===== src/rtl/uart_pkg.sv =====
// Shared definitions for the memory-mapped UART receive path.
// Optional feature macro: UART_RX_PARITY_EN (adds an even-parity bit per frame).
package uart_pkg;

  // Receive FSM state encoding
  typedef enum logic [2:0] {
    ST_IDLE      = 3'd0,
    ST_START     = 3'd1,
    ST_DATA      = 3'd2,
    ST_PARITY    = 3'd3,
    ST_STOP      = 3'd4,
    ST_WAIT_HIGH = 3'd5
  } rx_state_e;

  // STATUS register bit positions
  localparam int unsigned STAT_RXV  = 0;
  localparam int unsigned STAT_OVR  = 1;
  localparam int unsigned STAT_FERR = 2;
  localparam int unsigned STAT_PERR = 3;

  // Default word addresses (addr[31:2]) shared with the transmit-side decode
  localparam logic [29:0] DEF_DATA_ADDR = 30'h2c000000;
  localparam logic [29:0] DEF_STAT_ADDR = 30'h2c000001;

  // STATUS payload, MSB first so bit positions match STAT_* above
  typedef struct packed {
    logic perr;
    logic ferr;
    logic ovr;
    logic rxv;
  } rx_status_t;

  // Widen the STATUS payload onto the 32-bit read bus
  function automatic logic [31:0] status_word(input rx_status_t s);
    return {28'b0, s};
  endfunction

endpackage


===== src/rtl/uart_rx_mmio_if.sv =====
// CPU load-side bus of the UART receiver: strobe, word address, read data, irq.
interface uart_rx_mmio_if;
  logic        re;
  logic [29:0] addr;
  logic [31:0] rdata;
  logic        rx_irq;

  modport master (output re, output addr, input rdata, input rx_irq);
  modport slave  (input re, input addr, output rdata, output rx_irq);
endinterface


===== src/rtl/uart_rx_fifo.sv =====
// Small synchronous byte FIFO; a push into a full FIFO survives if a pop
// happens in the same cycle, otherwise it is dropped and flagged on drop_c.
module uart_rx_fifo #(
  parameter int unsigned DEPTH = 4,
  parameter int unsigned WIDTH = 8
) (
  input  logic             clk,
  input  logic             rst_n,
  input  logic             push,
  input  logic [WIDTH-1:0] din,
  input  logic             pop,
  output logic             full_c,
  output logic             empty_c,
  output logic [WIDTH-1:0] head_c,
  output logic             drop_c
);

  localparam int unsigned AW = (DEPTH > 1) ? $clog2(DEPTH) : 1;
  localparam int unsigned CW = AW + 1;

  logic [WIDTH-1:0] mem [DEPTH];
  logic [AW-1:0]    wr_ptr;
  logic [AW-1:0]    rd_ptr;
  logic [CW-1:0]    count;
  logic             do_push;
  logic             do_pop;

  assign empty_c = (count == '0);
  assign full_c  = (count == CW'(DEPTH));
  assign do_pop  = pop & ~empty_c;
  assign do_push = push & (~full_c | do_pop);
  assign drop_c  = push & ~do_push;
  assign head_c  = mem[rd_ptr];

  // Pointer and occupancy bookkeeping; pointers wrap naturally (power-of-two depth)
  always_ff @(posedge clk or negedge rst_n) begin
    if (!rst_n) begin
      wr_ptr <= '0;
      rd_ptr <= '0;
      count  <= '0;
    end else begin
      if (do_push) wr_ptr <= wr_ptr + AW'(1);
      if (do_pop)  rd_ptr <= rd_ptr + AW'(1);
      case ({do_push, do_pop})
        2'b10:   count <= count + CW'(1);
        2'b01:   count <= count - CW'(1);
        default: count <= count;
      endcase
    end
  end

  // Storage array, written only on an accepted push
  always_ff @(posedge clk) begin
    if (do_push) mem[wr_ptr] <= din;
  end

endmodule


===== src/rtl/uart_rx_mmio.sv =====
// 8N1 UART receiver with 16x oversampling, byte FIFO and DATA/STATUS load registers.
// Optional feature macro: UART_RX_PARITY_EN (even parity bit, sticky perr in STATUS bit3).
module uart_rx_mmio
  import uart_pkg::*;
#(
  parameter int unsigned TICK_DIV   = 27,
  parameter int unsigned FIFO_DEPTH = 4,
  parameter logic [29:0] DATA_ADDR  = DEF_DATA_ADDR,
  parameter logic [29:0] STAT_ADDR  = DEF_STAT_ADDR
) (
  input  logic         clk,
  input  logic         rst_n,
  input  logic         rxd,
  uart_rx_mmio_if.slave bus
);

  localparam int unsigned TW = (TICK_DIV > 1) ? $clog2(TICK_DIV) : 1;

  logic          sync1;
  logic          rxs;
  logic [TW-1:0] tcnt;
  logic          tick_c;

  rx_state_e     state;
  rx_state_e     state_d;
  logic [3:0]    sc;
  logic [3:0]    sc_d;
  logic [2:0]    bit_idx;
  logic [2:0]    bit_d;
  logic [7:0]    shreg;
  logic [7:0]    shreg_d;
  logic          push_q;
  logic          push_d;
  logic          ferr_set_c;

  logic          pre_re;
  logic          rd_edge_c;
  logic          pop_c;
  logic          stat_clr_c;
  logic          ovr;
  logic          ferr;
  logic          perr;

  logic          full_c;
  logic          empty_c;
  logic [7:0]    head_c;
  logic          drop_c;
  rx_status_t    status_c;

`ifdef UART_RX_PARITY_EN
  logic          par_bad;
  logic          par_bad_d;
  logic          perr_set_c;
`endif

  // Two-flop synchroniser on the asynchronous serial input
  always_ff @(posedge clk or negedge rst_n) begin
    if (!rst_n) begin
      sync1 <= 1'b1;
      rxs   <= 1'b1;
    end else begin
      sync1 <= rxd;
      rxs   <= sync1;
    end
  end

  // Free-running 1/16-bit tick divider
  assign tick_c = (tcnt == TW'(TICK_DIV - 1));

  always_ff @(posedge clk or negedge rst_n) begin
    if (!rst_n) tcnt <= '0;
    else        tcnt <= tick_c ? '0 : tcnt + TW'(1);
  end

  // Receive FSM state and datapath registers
  always_ff @(posedge clk or negedge rst_n) begin
    if (!rst_n) begin
      state   <= ST_IDLE;
      sc      <= '0;
      bit_idx <= '0;
      shreg   <= '0;
      push_q  <= 1'b0;
    end else begin
      state   <= state_d;
      sc      <= sc_d;
      bit_idx <= bit_d;
      shreg   <= shreg_d;
      push_q  <= push_d;
    end
  end

`ifdef UART_RX_PARITY_EN
  // Parity verdict held from the parity sample until the stop sample
  always_ff @(posedge clk or negedge rst_n) begin
    if (!rst_n) par_bad <= 1'b0;
    else        par_bad <= par_bad_d;
  end
`endif

  // Next-state and sample logic; samples land mid-bit at sc==15 (sc==7 for start)
  always_comb begin
    state_d    = state;
    sc_d       = sc;
    bit_d      = bit_idx;
    shreg_d    = shreg;
    push_d     = 1'b0;
    ferr_set_c = 1'b0;
`ifdef UART_RX_PARITY_EN
    par_bad_d  = par_bad;
    perr_set_c = 1'b0;
`endif
    case (state)
      ST_IDLE: begin
        if (!rxs) begin
          sc_d    = '0;
          state_d = ST_START;
        end
      end
      ST_START: begin
        if (tick_c) begin
          if (sc == 4'd7) begin
            if (rxs) begin
              state_d = ST_IDLE;
            end else begin
              sc_d    = '0;
              bit_d   = '0;
              state_d = ST_DATA;
`ifdef UART_RX_PARITY_EN
              par_bad_d = 1'b0;
`endif
            end
          end else begin
            sc_d = sc + 4'd1;
          end
        end
      end
      ST_DATA: begin
        if (tick_c) begin
          sc_d = sc + 4'd1;
          if (sc == 4'd15) begin
            shreg_d = {rxs, shreg[7:1]};
            bit_d   = bit_idx + 3'd1;
            if (bit_idx == 3'd7) begin
`ifdef UART_RX_PARITY_EN
              state_d = ST_PARITY;
`else
              state_d = ST_STOP;
`endif
            end
          end
        end
      end
`ifdef UART_RX_PARITY_EN
      ST_PARITY: begin
        if (tick_c) begin
          sc_d = sc + 4'd1;
          if (sc == 4'd15) begin
            par_bad_d  = ^{shreg, rxs};
            perr_set_c = ^{shreg, rxs};
            state_d    = ST_STOP;
          end
        end
      end
`endif
      ST_STOP: begin
        if (tick_c) begin
          sc_d = sc + 4'd1;
          if (sc == 4'd15) begin
            if (rxs) begin
`ifdef UART_RX_PARITY_EN
              push_d = ~par_bad;
`else
              push_d = 1'b1;
`endif
              state_d = ST_IDLE;
            end else begin
              ferr_set_c = 1'b1;
              state_d    = ST_WAIT_HIGH;
            end
          end
        end
      end
      ST_WAIT_HIGH: begin
        if (rxs) state_d = ST_IDLE;
      end
      default: begin
        state_d = ST_IDLE;
      end
    endcase
  end

  // Byte queue between the deserialiser and the CPU
  uart_rx_fifo #(
    .DEPTH (FIFO_DEPTH),
    .WIDTH (8)
  ) u_fifo (
    .clk     (clk),
    .rst_n   (rst_n),
    .push    (push_q),
    .din     (shreg),
    .pop     (pop_c),
    .full_c  (full_c),
    .empty_c (empty_c),
    .head_c  (head_c),
    .drop_c  (drop_c)
  );

  // Load strobe edge detect so a long strobe acts only once
  always_ff @(posedge clk or negedge rst_n) begin
    if (!rst_n) pre_re <= 1'b0;
    else        pre_re <= bus.re;
  end

  assign rd_edge_c  = bus.re & ~pre_re;
  assign pop_c      = rd_edge_c & (bus.addr == DATA_ADDR) & ~empty_c;
  assign stat_clr_c = rd_edge_c & (bus.addr == STAT_ADDR);

  // Sticky error flags; a set in the clearing cycle wins
  always_ff @(posedge clk or negedge rst_n) begin
    if (!rst_n) begin
      ovr  <= 1'b0;
      ferr <= 1'b0;
      perr <= 1'b0;
    end else begin
      ovr  <= drop_c     | (ovr  & ~stat_clr_c);
      ferr <= ferr_set_c | (ferr & ~stat_clr_c);
`ifdef UART_RX_PARITY_EN
      perr <= perr_set_c | (perr & ~stat_clr_c);
`else
      perr <= 1'b0;
`endif
    end
  end

  // Read mux, combinational from the address
  always_comb begin
    status_c.perr = perr;
    status_c.ferr = ferr;
    status_c.ovr  = ovr;
    status_c.rxv  = ~empty_c;
    bus.rdata     = '0;
    if (bus.addr == DATA_ADDR) begin
      if (!empty_c) bus.rdata = {24'b0, head_c};
    end else if (bus.addr == STAT_ADDR) begin
      bus.rdata = status_word(status_c);
    end
  end

  assign bus.rx_irq = ~empty_c;

endmodule


===== src/flat_wrapper.sv =====
// flat-port wrapper written by rule: the top's interface ports become plain ports
module uart_rx_mmio_flat import uart_pkg::*;
#(
  parameter int unsigned TICK_DIV   = 27,
  parameter int unsigned FIFO_DEPTH = 4,
  parameter logic [29:0] DATA_ADDR  = DEF_DATA_ADDR,
  parameter logic [29:0] STAT_ADDR  = DEF_STAT_ADDR
)
  (clk, rst_n, rxd, bus_re, bus_addr, bus_rdata, bus_rx_irq);
  uart_rx_mmio_if bus_i ();
  input  logic clk;
  input  logic rst_n;
  input  logic rxd;
  input wire logic [$bits(bus_i.re)-1:0] bus_re;
  input wire logic [$bits(bus_i.addr)-1:0] bus_addr;
  output wire logic [$bits(bus_i.rdata)-1:0] bus_rdata;
  output wire logic [$bits(bus_i.rx_irq)-1:0] bus_rx_irq;
  assign bus_i.re = bus_re;
  assign bus_i.addr = bus_addr;
  assign bus_rdata = bus_i.rdata;
  assign bus_rx_irq = bus_i.rx_irq;
  uart_rx_mmio #(.TICK_DIV(TICK_DIV), .FIFO_DEPTH(FIFO_DEPTH), .DATA_ADDR(DATA_ADDR), .STAT_ADDR(STAT_ADDR)) u_core (.clk(clk), .rst_n(rst_n), .rxd(rxd), .bus(bus_i));
endmodule

===== config.mk =====
export PLATFORM = sky130hd
export DESIGN_NAME = uart_rx_mmio_flat
export DESIGN_NICKNAME = d
export VERILOG_FILES = /design/src/rtl/uart_pkg.sv /design/src/rtl/uart_rx_mmio_if.sv /design/src/rtl/uart_rx_fifo.sv /design/src/rtl/uart_rx_mmio.sv /design/src/flat_wrapper.sv
export SDC_FILE = /design/constraint.sdc
export NUM_CORES = 1
export LEC_CHECK = 0
export CAP_MARGIN = 30
export CORE_MARGIN = 8
export CORE_UTILIZATION = 54
export CTS_BUF_LIST = sky130_fd_sc_hd__clkbuf_8
export CTS_CLUSTER_DIAMETER = 150
export DETAILED_ROUTE_END_ITERATION = 6
export GPL_TIMING_DRIVEN = 0
export MAX_ROUTING_LAYER = met4
export PLACE_DENSITY = 0.79
export SKIP_CTS_REPAIR_TIMING = 1
export SYNTH_ARGS = -nofsm -noshare
export SYNTH_HDL_FRONTEND = slang
export SYNTH_SLANG_ARGS = --single-unit

===== constraint.sdc =====
create_clock -name clk -period 3.1 [get_ports clk]
set_input_delay 0.31 -clock clk [delete_from_list [all_inputs] [get_ports clk]]
set_output_delay 0.31 -clock clk [all_outputs]
set_load 0.01 [all_outputs]

Word level (Yosys, flattened, before mapping)
Memories as Yosys holds them, arrays and structs flattened.
Index checks and enable logic that the tools add are counted.
{"block": "op_classes", "muxes": 38, "addsub": 7, "eq_ne": 24, "bitwise": 17, "reduce_logical": 10}
{"op": "30-bit equality test (second input constant)", "n": 2}
{"op": "3-bit 2-to-1 mux", "n": 16}
{"op": "32-bit 2-to-1 mux", "n": 1}
{"op": "2-bit by 1-bit != test with 1-bit output (second input constant)", "n": 9}
{"op": "4-bit 2-to-1 mux", "n": 4}
{"op": "3-bit one-hot mux with 5 select lines", "n": 1}
{"op": "3-bit equality test (second input constant)", "n": 4}
{"op": "3-bit one-hot mux with 2 select lines", "n": 2}
{"op": "4-bit one-hot mux with 3 select lines", "n": 1}
{"op": "1-bit 2-to-1 mux", "n": 10}
{"op": "1-bit AND", "n": 9}
{"op": "9-bit AND reduction", "n": 1}
{"op": "8-bit 2-to-1 mux", "n": 1}
{"op": "3-bit by 1-bit adder with 3-bit output (second input constant)", "n": 2}
{"op": "3-bit zero test", "n": 2}
{"op": "3-bit AND reduction", "n": 2}
{"op": "6-bit AND reduction", "n": 1}
{"op": "5-bit by 1-bit adder with 5-bit output (second input constant)", "n": 1}
{"op": "5-bit equality test (second input constant)", "n": 1}
{"op": "5-bit 2-to-1 mux", "n": 1}
{"op": "1-bit NOT", "n": 5}
{"op": "2-bit by 1-bit adder with 2-bit output (second input constant)", "n": 2}
{"op": "4-bit by 1-bit adder with 4-bit output (second input constant)", "n": 1}
{"op": "4-bit by 3-bit equality test with 1-bit output (second input constant)", "n": 1}
{"op": "other kinds (12)", "n": 16}
{"block": "totals", "elab_cells": 111, "regBits": 36, "mem_bits_rw": 32, "inputBits": 34, "output_inout_bits": 33, "memories": 1}
{"memory": "u_core.u_fifo.mem", "depth": 4, "word_bits": 8, "read_ports": 1, "rd_clocked_by_memory_dff": 0, "write_ports": 1, "line": "uart_rx_fifo.sv:21", "source": "logic [WIDTH-1:0] mem [DEPTH];"}

Depth between registers and ports, before layout
Gate-level depths: netlist of run 1.
{"block": "depth", "word_depth": 10, "mapped_depth": 8, "ltp_nobuf": 8}

Cells and area by module
Synthesis of run 1 repeated with hierarchy kept, for this count alone.
{"block": "hier_totals", "cells_unflattened": 255, "hier_area_um2": 3382.0}
{"mod": "uart_rx_mmio", "cells_each": 174, "n_inst": 1, "seq_area_each_um2": 728.2, "area_per_inst_um2": 1784.2}
{"mod": "uart_rx_fifo", "cells_each": 81, "n_inst": 1, "seq_area_each_um2": 1136.1, "area_per_inst_um2": 1597.8}

Worst setup path before layout of run 1
No wires, ideal clock.
{"block": "synth_timing", "path_kind": "flip-flop to flip-flop", "startpoint": "reg u_core.u_fifo.count[1]", "endpoint": "reg u_core.u_fifo.count[2]", "slack_ns": 0.832, "t_required_ns": 2.974, "path_stages_with_launch": 6, "n_path_buf": 0, "arrival_time_ns": 2.142, "period_less_slack_ns": 2.268, "setup_time_ns": 0.126, "path_cell_list": "dfrtp_1 nor3_1 nor4_1 fa_1 or4_1 a311o_1"}
{"block": "synth_via", "elab_chain_len": 8, "word_cells_on_any_way": 14, "classes_between": "add/sub: 2; eq/ne: 3; mux: 1; bitwise: 6; reduce/logical: 2"}
{"element": "start: declaration", "line": "uart_rx_fifo.sv:24", "source": "logic [CW-1:0] count;"}
{"element": "start signal: assignment", "line": "uart_rx_fifo.sv:45", "source": "2'b10: count <= count + CW'(1);"}
{"element": "start signal: assignment", "line": "uart_rx_fifo.sv:46", "source": "2'b01: count <= count - CW'(1);"}
{"element": "start signal: assignment", "line": "uart_rx_fifo.sv:47", "source": "default: count <= count;"}
{"element": "3-bit zero test", "line": "uart_rx_fifo.sv:28", "source": "assign empty_c = (count == '0);"}
{"element": "1-bit NOT", "line": "uart_rx_fifo.sv:30, uart_rx_mmio.sv:215"}
{"element": "1-bit AND", "line": "uart_rx_mmio.sv:215", "source": "assign pop_c = rd_edge_c & (bus.addr == DATA_ADDR) & ~empty_c;"}
{"element": "1-bit AND", "line": "uart_rx_fifo.sv:30", "source": "assign do_pop = pop & ~empty_c;"}
{"element": "1-bit OR", "line": "uart_rx_fifo.sv:31", "source": "assign do_push = push & (~full_c | do_pop);"}
{"element": "1-bit AND", "line": "uart_rx_fifo.sv:31"}
{"element": "2-bit by 1-bit equality test with 1-bit output / 2-bit equality test (equally long branches)", "line": "uart_rx_fifo.sv:44", "source": "case ({do_push, do_pop})"}
{"element": "3-bit one-hot mux with 2 select lines / 2-bit nonzero test (equally long branches)"}
Parallel ways exist; a longest one is shown, timed or not.
A chain may end at the register's enable or synchronous reset.

Final worst setup path of run 1
{"block": "layout_timing", "startpoint": "in bus_addr[2]", "endpoint": "out bus_rdata[2]"}
{"block": "layout_via", "elab_chain_len": 3, "word_cells_on_any_way": 4, "classes_between": "eq/ne: 2; mux: 2"}
{"element": "start: declaration", "line": "flat_wrapper.sv:15", "source": "input wire logic [$bits(bus_i.addr)-1:0] bus_addr;"}
{"element": "30-bit equality test", "line": "uart_rx_mmio.sv:244", "source": "end else if (bus.addr == STAT_ADDR) begin"}
{"element": "3-bit 2-to-1 mux", "line": "uart_rx_mmio.sv:244"}
{"element": "32-bit 2-to-1 mux *", "line": "uart_rx_mmio.sv:242", "source": "if (bus.addr == DATA_ADDR) begin"}
{"element": "end: declaration", "line": "flat_wrapper.sv:16", "source": "output wire logic [$bits(bus_i.rdata)-1:0] bus_rdata;"}
Mark *: on every way between the ends. The rest lies on a longest branch, timed or not.

==> results_dict.tcl, run 1 <==
set metrics [dict create \
    status "completed" \
    synth_ff_type "dfrtp_1" \
    fin_crit_sh_pct 96.4 \
    wl_per_cell_um 16.3 \
    grt.total_usage_pct 17.2 \
    syn_inst 282 \
    worst_slew_pin_slew_ns 0.819 \
    synth_edf_count 32 \
    routed_wl_um 7160 \
    max_freq_mhz 335 \
    fin_cells 440 \
    reg2reg_slack_ns 0.54 \
    worstSetupEndpointType "primary output" \
    clock_latency_ns 0.34 \
    cts_buffers 9 \
    initial_core_util_pct 55.4 \
    peakVddDrop_v 0.000376 \
    synth_top_area_share_pct 27.6 \
    worstPathArrival_ns 2.68 \
    drcViolationCount 0 \
    core.rowCount 29 \
    dp.cells 424 \
    hold_path_class "in -> async" \
    ys_seq_area_share_pct 53.6 \
    h-tree-depth 3 \
    fin_nets 402 \
    power_frac_comb_pct 5.9 \
    slew_headroom_pct 45.4 \
    crit_type "in -> out" \
    synthAdderAreaFrac_pct 3.81 \
    fin_crit_ns 2.99 \
    cp-start-kind "input port" \
    clockBufferDepth 2 \
    post-route-util_pct 68.5 \
    place_congestion 0.886 \
    dpl.hpwl_um 5210 \
    die_y_um 96.3 \
    fin_skew_ns 0.00831 \
    p_leak_nw 1.79 \
    cts_tree "done" \
    setup_tns_ns 0 \
    yosys.area_share.xor_xnor_pct 1.76 \
    yosysWarnings 0 \
    synth_seq_cells 68 \
    netSwitchingFraction_pct 21.0 \
    p_per_area_nw_per_um2 427 \
    synth_top_family_by_area "simple AND/OR/NAND/NOR gates" \
    grt_pass1_vias 2361 \
    required_ns 2.79 \
    p_int_mw 1.45 \
    switchingPower_uw 385 \
    p_seq_share_pct 51.3 \
    ant_nets 0 \
    maxCapViolCount 0 \
    hold_viol_final 0 \
    ios 67 \
    dieWidth_um 96.3 \
    synth_area_leaders "edfxtp_1 28%, dfrtp_1 24%, buf_4 5.2%" \
    grt_pass1_wl_um 11800 \
    synth_cell_type_count 57 \
    yosys.area.top_type "edfxtp_1" \
    async_reset_ff_share_pct 52.9 \
    yosys.area_share.simple_pct 16.3 \
    muxShareOfSynthArea_pct 9.57 \
    clock-root-buffer "clkbuf_8" \
    syn_area_um2 3480 \
    dr_total_vias 2403 \
    diodes 0 \
    via_per_inst 5.46 \
    drt_iter0_drc 108 \
    drv_slew 0 \
    whs_ns 0.0580 \
    io_buffers 42 \
    synth_compound_area_share_pct 7.27 \
    area_growth_pct 23.7 \
    drive_above_1_share_pct 20.7 \
    final-setup-viol-count 0 \
    drtPass1Iterations 4 \
    crit_fanout 7 \
    antenna_found_initial 0 \
    grt_start_max_net_pins 37 \
    clock_sinks 68 \
    regToRegStartpoint "u_core.pre_re" \
    avgSynthCellArea_um2 12.3 \
    grt_overflow 0 \
    clkPwrFrac_pct 42.8 \
    coreArea_um2 6280 \
    clk_pin_slew_ns 0.08 \
    rsz0062_at_grt "false" \
    p_total_mw 1.84 \
    reg2reg_to "u_core.u_fifo.mem[1][2]" \
    reg2reg_depth 4 \
    dieArea_um2 9270 \
]
synth_stat cells, types with 5 or more instances:
cell	count
ha_1	9
clkbuf_1	5
dfrtp_1	34
nor4_1	8
inv_1	13
nand2_1	8
nor2_1	21
edfxtp_1	32
buf_4	24
nor3_1	7
xnor2_1	5
o21ai_0	6
mux4_2	8
nand4_1	5
nand3_1	7
a21oi_1	6
nor2b_1	7
mux2_2	10
state kept, by name, indices dropped and copies added, names as in the netlist, 2 cells and up:
name                  count
u_core.sc                 4
u_core.u_fifo.mem        32
u_core.state              3
u_core.bit_idx            3
u_core.u_fifo.rd_ptr      2
u_core.shreg              8
u_core.u_fifo.wr_ptr      2
u_core.u_fifo.count       3
u_core.tcnt               5
logic make-up (layout without fill, tap and decap cells):
| group | Yosys count | after routing |
|---|---|---|
| fa+ha+maj | 10 | 10 |
| compound gates | 35 | 35 |
| other cells | 1 | 24 |
| xor+xnor | 7 | 7 |
| flops | 68 | 68 |
| buf+inv | 45 | 103 |
| simple gates | 94 | 94 |
| mux | 22 | 22 |
area by class of cell:
cell class | instances | area, um^2
Buffer | 32 | 214
Clock buffer | 9 | 124
Clock inverter | 7 | 91.3
Fill cell | 468 | 1970
Inverter | 13 | 48.8
Multi-Input combinational cell | 192 | 1450
Sequential cell | 68 | 1860
Tap cell | 77 | 96.3
Timing Repair Buffer | 42 | 415
power by group through the flow:
stage / registers (mW) / clock network (mW) / logic [mW]
2_1_floorplan: 0.960 / 0 / 0.0457
3_3_place_gp: 0.961 / 0 / 0.106
3_5_place_dp: 0.961 / 0 / 0.106
4_1_cts: 0.942 / 0.797 / 0.106
5_1_grt: 0.942 / 0.842 / 0.119
6_report: 0.942 / 0.786 / 0.109
through the flow:
stage / instance area, um^2 / setup slack, ns
2_1_floorplan: 3560 / 0.832
5_1_grt: 4300 / 0.0101
3_3_place_gp: 4080 / 0.0131
3_5_place_dp: 4080 / 0.0137
4_1_cts: 4290 / -0.000169
6_report: 4300 / 0.113
cell usage in the layout, fill, tap and decap left out, types with 3 or more instances in the layout:
cell type,n
clkdlybuf4s50_1,41
nor3_1,7
or4_1,4
o22ai_1,4
nand2_1,8
nand4_1,5
inv_1,13
edfxtp_1,32
o21ai_0,6
mux4_2,8
clkbuf_8,9
nor2_1,21
nand4b_1,3
a21oi_1,6
mux2i_1,4
ha_1,9
nand3b_1,3
clkbuf_1,5
nor4_1,7
xnor2_1,5
a22o_1,4
buf_4,24
buf_2,4
mux2_2,10
conb_1,24
and2_1,4
dfrtp_1,34
nand3_1,7
nor2b_1,7
nor4_2,4
routing by layer:
layer	global-route usage (%)	share of wire [%]	wire length, um
met5	-	0	0
met2	26.8	47	3370
met1	20.2	42	2980
met4	6.66	1.2	85
met3	5.54	10	724
worst max path at each step:
| stage | start | endpoint | slack [ns] | cells past startpoint |
|---|---|---|---|---|
| 5_1_grt | bus_addr[14] | bus_rdata[2] | 0.01 | 7 |
| 6_report | bus_addr[2] | bus_rdata[2] | 0.11 | 7 |
| 3_3_place_gp | bus_addr[7] | bus_rdata[2] | 0.01 | 7 |
| 2_1_floorplan | u_core.u_fifo.count[1] | u_core.u_fifo.count[2] | 0.83 | 5 |
| 4_1_cts | bus_addr[7] | bus_rdata[2] | -0.0002 | 7 |
| 3_5_place_dp | bus_addr[7] | bus_rdata[2] | 0.01 | 7 |
worst max-delay path: stages:
cell and delay (ns):
clkdlybuf4s50_1 0.44, nor4_2 0.29, nand4_1 0.19, or2_4 0.32, or3_4 0.39, o22ai_1 0.18, clkdlybuf4s50_1 0.56
Power figures use the tool's default switching activity.
==> run 2: changes to the inputs <==
Settings changed: ABC_CLOCK_PERIOD_IN_PS from default to 3350.
Clock period 3.1 ns to 3.35 ns, I/O delays scaled along.
==> run 2 against run 1 <==
Compared with the run above:
- setup slack gained 0.084 ns
- sequential power shrank 7.4%
- cell area shrank 0.26%
- register-to-register slack gained 0.23 ns
- critical endpoint unchanged
- largest power group unchanged
==> results_dict.tcl, run 2 (synthesis gave the netlist of run 1 again) <==
set metrics [dict create \
    status "completed" \
    io_buffers 42 \
    clock-root-buffer "clkbuf_8" \
    ant_nets 0 \
    p_leak_nw 1.78 \
    required_ns 3.01 \
    drt_iter0_drc 104 \
    hold_path_class "in -> async" \
    antenna_found_initial 0 \
    whs_ns 0.0854 \
    cp-start-kind "input port" \
    peakVddDrop_v 0.000348 \
    dieArea_um2 9270 \
    rsz0062_at_grt "false" \
    grt_pass1_wl_um 11800 \
    drtPass1Iterations 4 \
    core.rowCount 29 \
    p_total_mw 1.70 \
    initial_core_util_pct 55.4 \
    regToRegStartpoint "u_core.pre_re" \
    post-route-util_pct 68.4 \
    ios 67 \
    p_per_area_nw_per_um2 396 \
    grt_pass1_vias 2361 \
    dieWidth_um 96.3 \
    fin_cells 440 \
    max_freq_mhz 317 \
    largest_reg_flops 32 \
    dpl.hpwl_um 5210 \
    fill_cells 471 \
    crit_type "in -> out" \
    multi_input_area_um2 1440 \
    mostFrequentLayoutCells "41 x clkdlybuf4s50_1, 34 x dfrtp_1, 32 x edfxtp_1" \
    drcViolationCount 0 \
    dp.cells 424 \
    diodes 0 \
    slew_headroom_pct 45.5 \
    maxCapViolCount 0 \
    fin_crit_ns 3.15 \
    cts_tree "done" \
    area_growth_pct 23.4 \
    clockBufferDepth 2 \
    grt.total_usage_pct 17.2 \
    final-setup-viol-count 0 \
    crit_fanout 7 \
    place_congestion 0.886 \
    reg2reg_slack_ns 0.77 \
    fin_crit_sh_pct 94.1 \
    clock_latency_ns 0.34 \
    grt_start_max_net_pins 37 \
    drv_slew 0 \
    worstSetupEndpointType "primary output" \
    reg.largest.list "u_core.u_fifo.mem: 32 flops, u_core.shreg: 8 flops, u_core.tcnt: 5 flops" \
    register_area_um2 1860 \
    dr_total_vias 2403 \
    hold_viol_final 0 \
    largest-register "u_core.u_fifo.mem" \
    h-tree-depth 3 \
    mostFrequentLayoutCell "clkdlybuf4s50_1" \
    clock_sinks 68 \
    routed_wl_um 7160 \
    grt_overflow 0 \
    fin_nets 402 \
    worst_slew_pin_slew_ns 0.817 \
    clk_pin_slew_ns 0.08 \
    coreArea_um2 6280 \
    die_y_um 96.3 \
    drive_above_1_share_pct 20.1 \
    reg2reg_to "u_core.u_fifo.mem[1][2]" \
    worstPathArrival_ns 2.82 \
    reg2reg_depth 4 \
    wl_per_cell_um 16.3 \
    cts_buffers 9 \
    via_per_inst 5.46 \
    fin_skew_ns 0.00833 \
    setup_tns_ns 0 \
]
run 2: worst max path at each step:
stage                           startpoint                     end
floorplan           u_core.u_fifo.count[1]  u_core.u_fifo.count[2]
global placement               bus_addr[7]            bus_rdata[2]
detailed placement             bus_addr[7]            bus_rdata[2]
CTS                            bus_addr[7]            bus_rdata[2]
global route                  bus_addr[14]            bus_rdata[2]
finish                         bus_addr[2]            bus_rdata[2]
run 2: report_power, final:
| part | internal, mW | total [mW] | switching (mW) | leakage (nW) |
|---|---|---|---|---|
| Combinational | 0.0578 | 0.0998 | 0.0420 | 0.854 |
| Sequential | 0.870 | 0.872 | 0.00140 | 0.830 |
| Clock | 0.415 | 0.727 | 0.312 | 0.101 |
| Total | 1.34 | 1.70 | 0.355 | 1.78 |
run 2: metrics by stage:
| step | cell area (um^2) | setup slack, ns |
|---|---|---|
| 2_1_floorplan | 3560 | 1.08 |
| 3_3_place_gp | 4080 | 0.213 |
| 3_5_place_dp | 4080 | 0.214 |
| 4_1_cts | 4290 | 0.200 |
| 5_1_grt | 4290 | 0.0304 |
| 6_report | 4290 | 0.196 |
run 2: routing by layer:
metal | up-vias | part of all wire (%) | track usage [%]
li1 | 1169 | - | -
met1 | 1133 | 41 | 20.2
met2 | 91 | 47 | 26.8
met3 | 10 | 10 | 5.54
met4 | 0 | 1.1 | 6.66
met5 | - | 0 | -
run 2: final cells by class:
cell class / count / share of cell area, %
sequential: 68 / 43.4
buffer: 32 / 4.99
inverter: 13 / 1.14
tap: 77 / 2.24
clock buffer: 9 / 2.89
clock inverter: 7 / 2.13
timing repair buffer: 42 / 9.68
multi-input combinational: 192 / 33.5
run 2: critical path: stages:
cell and delay (ns):
clkdlybuf4s50_1 0.44, nor4_2 0.29, nand4_1 0.19, or2_4 0.32, or3_1 0.46, o22ai_1 0.21, clkdlybuf4s50_1 0.56
==> run 3: changes to the inputs <==
Settings changed: CORE_ASPECT_RATIO from default to 2.
==> run 3 against run 2 <==
Compared with the run above:
- combinational power about the same
- global-route usage up 0.37 points
- register-to-register slack worse by 0.03 ns
- first-iteration DRC count up 16%
- die area up 1.7%
- cell count up 2.0%
- cell area up 0.32%
- flip-flop and latch count unchanged
- via count up 2.0%
- hold slack better by 0.00094 ns
- sequential power about the same
- critical path type unchanged
- critical endpoint unchanged
- largest cell class unchanged
==> results_dict.tcl, run 3 (synthesis gave the netlist of run 1 again) <==
set metrics [dict create \
    status "completed" \
    dieArea_um2 9420 \
    drt_iter0_drc 121 \
    via_per_inst 5.46 \
    crit_buf_inv 2 \
    cp_cell_sequence "clkdlybuf4s50_1, nor4b_2, nand4_1, or2_4, or3_1, o22ai_1, clkdlybuf4s50_1" \
    critPathSlowestCell "clkdlybuf4s50_1" \
    wl_per_cell_um 16.8 \
    dieWidth_um 72.8 \
    switchingPower_uw 340 \
    slew_headroom_pct 44.7 \
    clk_pin_slew_ns 0.06 \
    hold_viol_final 0 \
    cts_buffers 9 \
    place_ws_ns 0.192 \
    area_growth_pct 23.8 \
    clock-root-buffer "clkbuf_8" \
    cp-start-kind "input port" \
    h-tree-depth 3 \
    worst_slack_ns 0.199 \
    initial_core_util_pct 55.6 \
    drtPass1Iterations 4 \
    netSwitchingFraction_pct 20.0 \
    fill_cells 474 \
    fin_crit_ns 3.15 \
    ios 67 \
    reg.largest.list "u_core.u_fifo.mem: 32 flops, u_core.shreg: 8 flops, u_core.tcnt: 5 flops" \
    crit_type "in -> out" \
    placed_cell_area_um2 4090 \
    core.rowCount 41 \
    clock_latency_ns 0.34 \
    multi_input_area_um2 1440 \
    dr_total_vias 2451 \
    dpl.hpwl_um 5780 \
    diodes 0 \
    place_congestion 0.983 \
    clock_sinks 68 \
    mostFrequentLayoutCells "41 x clkdlybuf4s50_1, 34 x dfrtp_1, 32 x edfxtp_1" \
    largest-register "u_core.u_fifo.mem" \
    hold_path_class "in -> async" \
    fin_crit_sh_pct 94.1 \
    clkPwrFrac_pct 42.8 \
    worst_slew_pin_slew_ns 0.829 \
    worstPathArrival_ns 2.82 \
    worstSetupEndpointType "primary output" \
    io_buffers 42 \
    clockBufferDepth 2 \
    peakVddDrop_v 0.000485 \
    grt_pass1_vias 2493 \
    power_frac_comb_pct 6.0 \
    whs_ns 0.0863 \
    routed_wl_um 7570 \
    max_freq_mhz 317 \
    register_area_um2 1860 \
    die_y_um 130 \
    grt_start_max_net_pins 37 \
    p_per_area_nw_per_um2 395 \
    p_int_mw 1.36 \
    rsz0062_at_grt "false" \
    crit_fanout 7 \
    antenna_found_initial 0 \
    ant_nets 0 \
    mostFrequentLayoutCell "clkdlybuf4s50_1" \
    drive_above_1_share_pct 19.8 \
    fin_skew_ns 0.00775 \
    post-route-util_pct 68.8 \
    drv_slew 0 \
    grt_pass1_wl_um 12200 \
    drcViolationCount 0 \
    final-setup-viol-count 0 \
    maxCapViolCount 0 \
    coreArea_um2 6260 \
    fin_nets 402 \
    grt_overflow 0 \
    cp_top_family "simple AND/OR/NAND/NOR gates" \
    cpPeakStageDelay_ns 0.57 \
    design_area_um2 4310 \
    setup_tns_ns 0 \
    largest_reg_flops 32 \
    p_leak_nw 1.80 \
    required_ns 3.01 \
    cts_tree "done" \
    p_seq_share_pct 51.3 \
    critical_path.most_common_cell "clkdlybuf4s50_1" \
    grt.total_usage_pct 17.5 \
]
## run 3: per-layer routing
| metal | vias up | GRT usage, % | share of wire [%] |
|---|---|---|---|
| met2 | 76 | 32.4 | 55 |
| li1 | 1165 | - | - |
| met1 | 1195 | 15.2 | 36 |
| met3 | 15 | 5.96 | 7.2 |
| met4 | 0 | 7.72 | 2.3 |
| met5 | - | - | 0 |
## run 3: area by class of cell
cell class | instances | area share [%]
Timing Repair Buffer | 42 | 9.65
Tap cell | 86 | 2.50
Multi-Input combinational cell | 192 | 33.4
Sequential cell | 68 | 43.3
Clock inverter | 6 | 1.86
Inverter | 13 | 1.13
Clock buffer | 10 | 3.20
Buffer | 32 | 4.97
## run 3: path summary, 6_finish.rpt
check | start | endpoint | slack, ns | cells past startpoint
max | bus_addr[19] | bus_rdata[2] | 0.20 | 7
min | rst_n | u_core.u_fifo.count[1] | 0.09 | 1
max reg2reg | u_core.u_fifo.count[1] | u_core.u_fifo.count[2] | 0.74 | 5
min reg2reg | u_core.sync1 | u_core.rxs | 0.36 | 0
max in group asynchronous | rst_n | u_core.tcnt[4] | 2.73 | 1
min in group clk | u_core.sync1 | u_core.rxs | 0.36 | 0
## run 3: stage by stage
step	cells	power, mW
6_report	449	1.70
5_1_grt	449	1.76
4_1_cts	449	1.71
3_5_place_dp	433	0.988
3_3_place_gp	433	0.988
2_1_floorplan	305	0.931
## run 3: power groups by stage
stage / combinational (mW) / sequential, mW / clock (mW)
global placement: 0.0984 / 0.889 / 0
detailed placement: 0.0984 / 0.889 / 0
CTS: 0.0988 / 0.872 / 0.744
finish: 0.101 / 0.872 / 0.728
floorplan: 0.0423 / 0.889 / 0
global route: 0.110 / 0.872 / 0.777
